## config.mk

```make
export PLATFORM = sky130hd
export DESIGN_NAME = mem_port_arbiter
export DESIGN_NICKNAME = d
export VERILOG_FILES = /design/src/rtl/mem_port_arbiter_pkg.sv /design/src/rtl/mem_port_arbiter_starve_cnt.sv /design/src/rtl/mem_port_arbiter.sv
export SDC_FILE = /design/constraint.sdc
export NUM_CORES = 1
export LEC_CHECK = 0
export CAP_MARGIN = 40
export CORE_AREA = 2 2 215 217
export CTS_BUF_LIST = sky130_fd_sc_hd__clkbuf_8
export DETAILED_ROUTE_END_ITERATION = 8
export DIE_AREA = 0 0 217 219
export GPL_TIMING_DRIVEN = 0
export SLEW_MARGIN = 20
export SYNTH_ARGS = -nofsm -noshare
export SYNTH_HDL_FRONTEND = slang
export SYNTH_SLANG_ARGS = --single-unit
```

## constraint.sdc

```tcl
create_clock -name clk -period 2.36 [get_ports clk]
set_input_delay 0.354 -clock clk [delete_from_list [all_inputs] [get_ports clk]]
set_output_delay 0.354 -clock clk [all_outputs]
set_load 0.005 [all_outputs]
```

## src/rtl/mem_port_arbiter_pkg.sv

```systemverilog
// Shared encodings for the memory-port arbiter: FSM states, owner ids and the
// fixed read mask used for instruction fetches.
package mem_port_arbiter_pkg;

    typedef enum logic [1:0] {
        ARB_IDLE = 2'd0,
        ARB_REQ  = 2'd1,
        ARB_WAIT = 2'd2
    } arb_state_e;

    localparam logic ARB_OWN_IF = 1'b0;
    localparam logic ARB_OWN_LS = 1'b1;

    localparam logic [7:0] MEM_RD_MASK = 8'hFF;

    localparam int STARVE_CNT_W = 4;

endpackage

```

## src/rtl/mem_port_arbiter_starve_cnt.sv

```systemverilog
// Saturating count of consecutive LS wins taken while IF was waiting; at_limit
// tells the arbiter to hand the next grant to IF.
import mem_port_arbiter_pkg::*;

module arb_starve_cnt (
    input  logic                    clk,
    input  logic                    rst_n,
    input  logic                    inc,
    input  logic                    clr,
    input  logic [STARVE_CNT_W-1:0] limit,
    output logic                    at_limit,
    output logic [STARVE_CNT_W-1:0] cnt
);

    always_ff @(posedge clk or negedge rst_n) begin
        if (!rst_n) begin
            cnt <= '0;
        end else if (clr) begin
            cnt <= '0;
        end else if (inc && (cnt < limit)) begin
            cnt <= cnt + 1'b1;
        end
    end

    assign at_limit = (cnt >= limit);

endmodule

```

## src/rtl/mem_port_arbiter.sv

```systemverilog
// Shares one memory port between instruction fetch and load/store, one
// transaction at a time, with LS priority and a starvation guard for IF.
import mem_port_arbiter_pkg::*;

module mem_port_arbiter #(
    parameter int AW           = 64,
    parameter int DW           = 64,
    parameter int STARVE_LIMIT = 4
) (
    input  logic          clk,
    input  logic          rst_n,
    input  logic          if_req_valid,
    output logic          if_req_ready,
    input  logic [AW-1:0] if_req_addr,
    output logic          if_rsp_valid,
    output logic [DW-1:0] if_rsp_data,
    input  logic          ls_req_valid,
    output logic          ls_req_ready,
    input  logic [AW-1:0] ls_req_addr,
    input  logic          ls_req_wen,
    input  logic [DW-1:0] ls_req_wdata,
    input  logic [7:0]    ls_req_wmask,
    output logic          ls_rsp_valid,
    output logic [DW-1:0] ls_rsp_data,
    output logic          mem_req_valid,
    input  logic          mem_req_ready,
    output logic [AW-1:0] mem_req_addr,
    output logic          mem_req_wen,
    output logic [DW-1:0] mem_req_wdata,
    output logic [7:0]    mem_req_wmask,
    input  logic          mem_rsp_valid,
    input  logic [DW-1:0] mem_rsp_data,
    output logic          busy,
    output logic          owner,
    output logic [1:0]    dbg_state
);

    localparam logic [STARVE_CNT_W-1:0] LIMIT = STARVE_CNT_W'(STARVE_LIMIT);

    arb_state_e              state;
    logic                    arb_en;
    logic                    at_limit;
    logic [STARVE_CNT_W-1:0] starve_cnt;
    logic                    idle_ok;
    logic                    ls_win;
    logic                    ls_grant;
    logic                    if_grant;
    logic                    rsp_fire;

    // Grants stay off until the first edge after reset release.
    assign idle_ok  = (state == ARB_IDLE) && arb_en;
    assign ls_win   = ls_req_valid && (!if_req_valid || !at_limit);
    assign ls_grant = idle_ok && ls_win;
    assign if_grant = idle_ok && if_req_valid && !ls_win;

    assign ls_req_ready = ls_grant;
    assign if_req_ready = if_grant;

    arb_starve_cnt u_starve_cnt (
        .clk      (clk),
        .rst_n    (rst_n),
        .inc      (ls_grant && if_req_valid),
        .clr      (if_grant),
        .limit    (LIMIT),
        .at_limit (at_limit),
        .cnt      (starve_cnt)
    );

    always_ff @(posedge clk or negedge rst_n) begin
        if (!rst_n) begin
            state         <= ARB_IDLE;
            arb_en        <= 1'b0;
            owner         <= ARB_OWN_IF;
            mem_req_addr  <= '0;
            mem_req_wen   <= 1'b0;
            mem_req_wdata <= '0;
            mem_req_wmask <= '0;
        end else begin
            arb_en <= 1'b1;
            case (state)
                ARB_IDLE: begin
                    if (ls_grant) begin
                        mem_req_addr  <= ls_req_addr;
                        mem_req_wen   <= ls_req_wen;
                        mem_req_wdata <= ls_req_wdata;
                        mem_req_wmask <= ls_req_wmask;
                        owner         <= ARB_OWN_LS;
                        state         <= ARB_REQ;
                    end else if (if_grant) begin
                        mem_req_addr  <= if_req_addr;
                        mem_req_wen   <= 1'b0;
                        mem_req_wdata <= '0;
                        mem_req_wmask <= MEM_RD_MASK;
                        owner         <= ARB_OWN_IF;
                        state         <= ARB_REQ;
                    end
                end
                ARB_REQ: begin
                    if (mem_req_ready) state <= ARB_WAIT;
                end
                ARB_WAIT: begin
                    if (mem_rsp_valid) state <= ARB_IDLE;
                end
                default: state <= ARB_IDLE;
            endcase
        end
    end

    // Responses only count while waiting; earlier ones are dropped.
    assign rsp_fire      = (state == ARB_WAIT) && mem_rsp_valid;
    assign if_rsp_valid  = rsp_fire && (owner == ARB_OWN_IF);
    assign ls_rsp_valid  = rsp_fire && (owner == ARB_OWN_LS);
    assign if_rsp_data   = mem_rsp_data;
    assign ls_rsp_data   = mem_rsp_data;

    assign mem_req_valid = (state == ARB_REQ);
    assign busy          = (state != ARB_IDLE);
    assign dbg_state     = state;

endmodule

```

==> flow_summary.toml, run 1 <==
[routing]
wirelength_um = 34200
vias = 7333
routed_via_density = 4.02
drtAntennaViolNets = 0
dr.first_iter.drc_count = 318
drc_errors = 0
wl_per_cell_um = 18.8
first_pass_iters = 4

[logic_synthesis]
synth_common_cells = "dfrtp_1 (145), buf_4 (138), nor2_1 (67)"
avgSynthCellArea_sq_um = 10.9
synth-seq-cells = 145
syn-instance-count = 696
synthesis.nets = 968
yosysSeqAreaShare = 0.476
synth.distinct_cells = 32
synth_area_sq_mm = 0.00762
synth_area_leaders = "dfrtp_1 (48%), buf_4 (14%), a221oi_2 (9.1%)"
yosysTopAreaCell = "dfrtp_1"
synth_most_common_cell = "dfrtp_1"
synth_top_area_frac = 0.476
synth_flop_cell = "dfrtp_1"
async_flop_share = 1.00
synth_edf_count = 0
yosys_warnings = 0

[timing]
max_freq_mhz = 448
slew_viol_final = 0
fin_skew_ps = 14.7
period_needed_ps = 2230
finalSetupViolCount = 0
post-route-period-util = 0.945
worst_pin_slew_ps = 755
relSlewSlack = 0.497
hold_viol_final = 0
rsz0062_at_grt = "false"

[die]
die_w_um = 217
die_h_um = 219
initial_utilization = 0.169
die-area_sq_mm = 0.0475
io_pins = 545
fp-row-count = 78
coreArea_sq_mm = 0.0451

[finish]
final_util = 0.305
multi_input_area_sq_mm = 0.00246
register_area_sq_mm = 0.00363
nets = 1481
area_delta_synth_final_pct = 80.8
diodes = 0
drive_gt1_frac = 0.219
fillers = 4680

[setup_path]
end_kind = "primary output"
critPathKind = "flop to primary output"
crit_arrival_ps = 1880
crit_required_ps = 2010
startpoint_type = "flop"
crit_fanout = 3

[global_route]
first_global_vias = 7748
overflow = 0
grt_pass1_wl_um = 48800
grt_use_total = 0.141
grt_max_degree = 76
antenna_found_initial = 2

[power_and_ir_drop]
finalPower_mw = 12.9
ir_worst_vdd_mv = 0.479
power.density_mw_per_mm2 = 939
p_leak_nw = 5.87

[run]
cap_violations = 0

[place]
gp_congestion = 0.799
dp_hpwl_um = 26000
portBuffers = 479

[cts]
path_clk_slew_ps = 90
htree_levels = 4
clkLatencyLatePin_ps = 550
clockRootBuffer = "clkbuf_8"
cts_tree = "yes"
cts_buffers = 17
cts.path.max_buffers = 2
cts_num_sinks = 145

[min_path]
hp-class = "primary input to async pin"

[status]
status = "finished clean"
cells by family (layout without fill, tap and decap cells):
kind of cell,count (synthesis),in the layout,share of synthesized area
flip-flops,145,145,0.476
AO/OA/AOI/OAI,210,210,0.266
adder cells (fa/ha/maj),1,1,0.00164
buffers and inverters,253,779,0.205
AND/OR/NAND/NOR,86,86,0.0504
other,1,1,0.000492
worst paths after layout:
kind,start,to,slack [ps],depth (start not counted)
worst max-delay path,dbg_state[1]$_DFFE_PN0P_,if_req_ready,130,5
worst min-delay path,rst_n,mem_req_wdata[46]$_DFFE_PN0P_,350,2
worst max register to register,dbg_state[1]$_DFFE_PN0P_,mem_req_addr[45]$_DFFE_PN0P_,250,7
worst min register to register,mem_req_wmask[4]$_DFFE_PN0P_,mem_req_wmask[4]$_DFFE_PN0P_,500,1
max in group asynchronous,rst_n,mem_req_addr[16]$_DFFE_PN0P_,1170,3
min in group clk,ls_req_wdata[10],mem_req_wdata[10]$_DFFE_PN0P_,410,2
critical path, cell delays in order (launching register included):
cell and delay (ps):
dfrtp_2 450, buf_4 150, nand4bb_4 240, buf_12 160, nor2_1 80, dlygate4sd2_1 260
state kept, by name (all words and copies together), names as in the netlist:
name and cells:
mem_req_addr 64, mem_req_wdata 64, mem_req_wmask 8, u_starve_cnt.cnt 4, dbg_state 2, arb_en 1, mem_req_wen 1, owner 1
layout by cell type (no fill, tap or decap), drive strengths merged, types with 2 or more instances in the layout:
master / instances
clkdlybuf4s50: 471
buf: 178
dfrtp: 145
inv: 74
nor2: 68
a22o: 66
a211oi: 64
a221oi: 64
clkbuf: 41
o22a: 8
nand2: 7
dlygate4sd2: 7
o21ai: 5
clkinvlp: 3
a21oi: 2
nand3: 2
clkinv: 2
metal layers:
| layer | wire (um) | track usage | up-vias | part of all wire |
|---|---|---|---|---|
| li1 | - | - | 3385 | - |
| met1 | 13700 | 0.164 | 3564 | 0.40 |
| met2 | 17000 | 0.237 | 340 | 0.50 |
| met3 | 2780 | 0.0468 | 40 | 0.081 |
| met4 | 693 | 0.0568 | 4 | 0.020 |
| met5 | 28 | 0 | - | 0.00082 |
power by group:
group / switching [mW] / internal (mW)
logic: 2.50 / 3.98
registers: 0.725 / 3.67
clock network: 1.15 / 0.908
through the flow:
stage | cells | worst slack (ps) | TNS [ps] | hold slack [ps] | cell area, sq um
floorplan | 696 | 804 | 0 | 58.4 | 7620
global placement | 1775 | -5650 | -817600 | 468 | 13200
detailed placement | 1777 | -488 | -1340 | 371 | 13200
CTS | 1822 | 12.4 | 0 | 304 | 13800
global route | 1822 | 12.5 | 0 | 356 | 13800
finish | 1822 | 129 | 0 | 355 | 13800
repair_timing:
item / CTS / global route
endpoints found under the setup margin: 5 / 0
hold endpoints to repair: 70 / 0
hold buffers: 1 / 0
gates resized for setup: 22 / 0
setup buffers: 14 / 0
cell type report:
| class | instances | area share |
|---|---|---|
| plain buffers | 183 | 0.0946 |
| clock buffers | 19 | 0.0190 |
| clock inverters | 13 | 0.00927 |
| inverters | 67 | 0.0188 |
| multi-input cells | 298 | 0.179 |
| flip-flops and latches | 145 | 0.264 |
| well taps | 600 | 0.0545 |
| repair buffers | 497 | 0.361 |
Power figures use the tool's default switching activity.
==> inputs of run 2 (changes only) <==
REMOVE_ABC_BUFFERS = 1   (was default)
==> run 2 against run 1 <==
- utilization shrank 4.2 points
- non-clock buffer count shrank 284
- final cell count shrank 15%
- via count shrank 8.4%
- sequential power shrank 1%
- register-to-register slack gained 150 ps
- clock power grew 17%
- count of clock-buffer cells in the layout is the same
- fmax shrank 1.7%
- design area shrank 14%
- critical path depth grew 1
- power grew 0.90%
- critical path type unchanged
- largest power group unchanged
- highest routed layer unchanged
==> flow_summary.toml, run 2 (synthesized netlist as in run 1, its figures left out) <==
[global_route]
antenna_found_initial = 2
grt_use_total = 0.180
overflow = 0
grt_pass1_wl_um = 57200
first_global_vias = 6727
grt_max_degree = 77

[cts]
clockRootBuffer = "clkbuf_8"
clkLatencyLatePin_ps = 560
cts.path.max_buffers = 2
htree_levels = 4
cts_tree = "yes"
path_clk_slew_ps = 100
cts_buffers = 17
cts_num_sinks = 145

[power_and_ir_drop]
p_leak_nw = 4.90
ir_worst_vdd_mv = 0.471
power.density_mw_per_mm2 = 1100
finalPower_mw = 13.0

[timing]
finalSetupViolCount = 0
slew_viol_final = 0
max_freq_mhz = 441
period_needed_ps = 2270
relSlewSlack = 0.576
rsz0062_at_grt = "true"
worst_pin_slew_ps = 627
post-route-period-util = 0.962
hold_viol_final = 0
fin_skew_ps = 25.6

[run]
cap_violations = 0

[die]
die-area_sq_mm = 0.0475
fp-row-count = 78
io_pins = 545
initial_utilization = 0.169
coreArea_sq_mm = 0.0451
die_h_um = 219
die_w_um = 217

[place]
gp_congestion = 0.747
dp_hpwl_um = 31300
portBuffers = 352
dp_cells = 1478

[routing]
dr.first_iter.drc_count = 461
first_pass_iters = 4
routed_via_density = 4.36
vias = 6718
drtAntennaViolNets = 0
wl_per_cell_um = 27.7
wirelength_um = 42800
drc_errors = 0

[finish]
final_common_cell = "clkdlybuf4s50_1"
reg.largest.list = "mem_req_addr: 64 flops, mem_req_wdata: 64 flops, mem_req_wmask: 8 flops"
nets = 1200
fin_cells = 1542
drive_gt1_frac = 0.149
final_cell_mix = "clkdlybuf4s50_1 (347), dfrtp_1 (143), inv_1 (67)"
final_util = 0.263
area_delta_synth_final_pct = 55.7

[setup_path]
end_kind = "primary output"
crit_arrival_ps = 1920
rrSetupSlack_ps = 400
critPathKind = "flop to primary output"
crit_required_ps = 2010
startpoint_type = "flop"
crit_fanout = 34

[min_path]
hp-class = "primary input to async pin"

[status]
status = "finished clean"
[run 2: cell count changes in the layout (fill, tap and decap cells not counted), sizes merged, moves of 3 or more]
cell,change
buf,-136
bufbuf,+3
dlygate4sd2,-5
clkbuf,-22
clkdlybuf4s50,-124
bufinv,+4
[run 2: metrics by stage]
| stage | TNS (ps) | hold slack, ps | worst slack (ps) | instance area, sq um |
|---|---|---|---|---|
| CTS | 0 | 266 | 0.360 | 11900 |
| global placement | -1802490 | 471 | -7690 | 10600 |
| finish | 0 | 320 | 90.1 | 11900 |
| floorplan | -244100 | 58.4 | -2050 | 6310 |
| global route | -11.4 | 330 | -11.4 | 11900 |
| detailed placement | -43540 | 342 | -1070 | 11000 |
[run 2: final cells by class]
cell class | instances | area [sq um]
fillers | 4772 | 33200
repair buffers | 396 | 4240
flip-flops and latches | 145 | 3630
multi-input cells | 299 | 2490
well taps | 600 | 751
inverters | 67 | 264
clock buffers | 19 | 262
clock inverters | 13 | 205
repair inverters | 2 | 15.0
diodes | 1 | 2.50
[run 2: worst max-delay path, stage by stage, from the launching register on]
cell and delay, ps:
dfrtp_2 440, buf_12 140, nand4bb_4 240, buf_12 160, buf_12 150, nor2_2 90, buf_2 110
[run 2: worst paths after layout]
path / depth (start not counted) / startpoint / to
min in group clk: 2 / mem_req_ready / dbg_state[0]$_DFFE_PN0P_
max reg2reg: 7 / dbg_state[1]$_DFFE_PN0P_ / mem_req_addr[1]$_DFFE_PN0P_
min: 2 / rst_n / mem_req_addr[14]$_DFFE_PN0P_
min reg2reg: 1 / mem_req_wmask[5]$_DFFE_PN0P_ / mem_req_wmask[5]$_DFFE_PN0P_
max in group asynchronous: 3 / rst_n / mem_req_wdata[22]$_DFFE_PN0P_
max: 6 / dbg_state[1]$_DFFE_PN0P_ / if_req_ready
[run 2: layer usage]
metal / share of wire / up-vias / track usage
met2: 0.43 / 582 / 0.269
met5: 0.015 / - / 0.0990
li1: - / 2829 / -
met3: 0.19 / 47 / 0.166
met1: 0.34 / 3244 / 0.169
met4: 0.024 / 16 / 0.0621
[run 2: report_power, final]
part	total [mW]	internal (mW)	switching, mW
logic	6.28	3.88	2.41
clock network	2.42	1.31	1.11
registers	4.34	3.67	0.673
[run 2: timing repair]
item / CTS / global route
hold buffers: 1 / 0
gates cloned: 7 / 0
endpoints found under the hold margin: 69 / 0
gates resized for setup: 15 / 2
setup buffers: 24 / 0
setup endpoints to repair: 74 / 3
pin swaps: 4 / 0
==> inputs of run 3 (changes only) <==
ABC_CLOCK_PERIOD_IN_PS = 2360   (was default)
CTS_CLUSTER_SIZE = 25   (was default)
==> results of run 3 <==
Same layout as run 2: the final DEF is identical, and so are final timing and power.
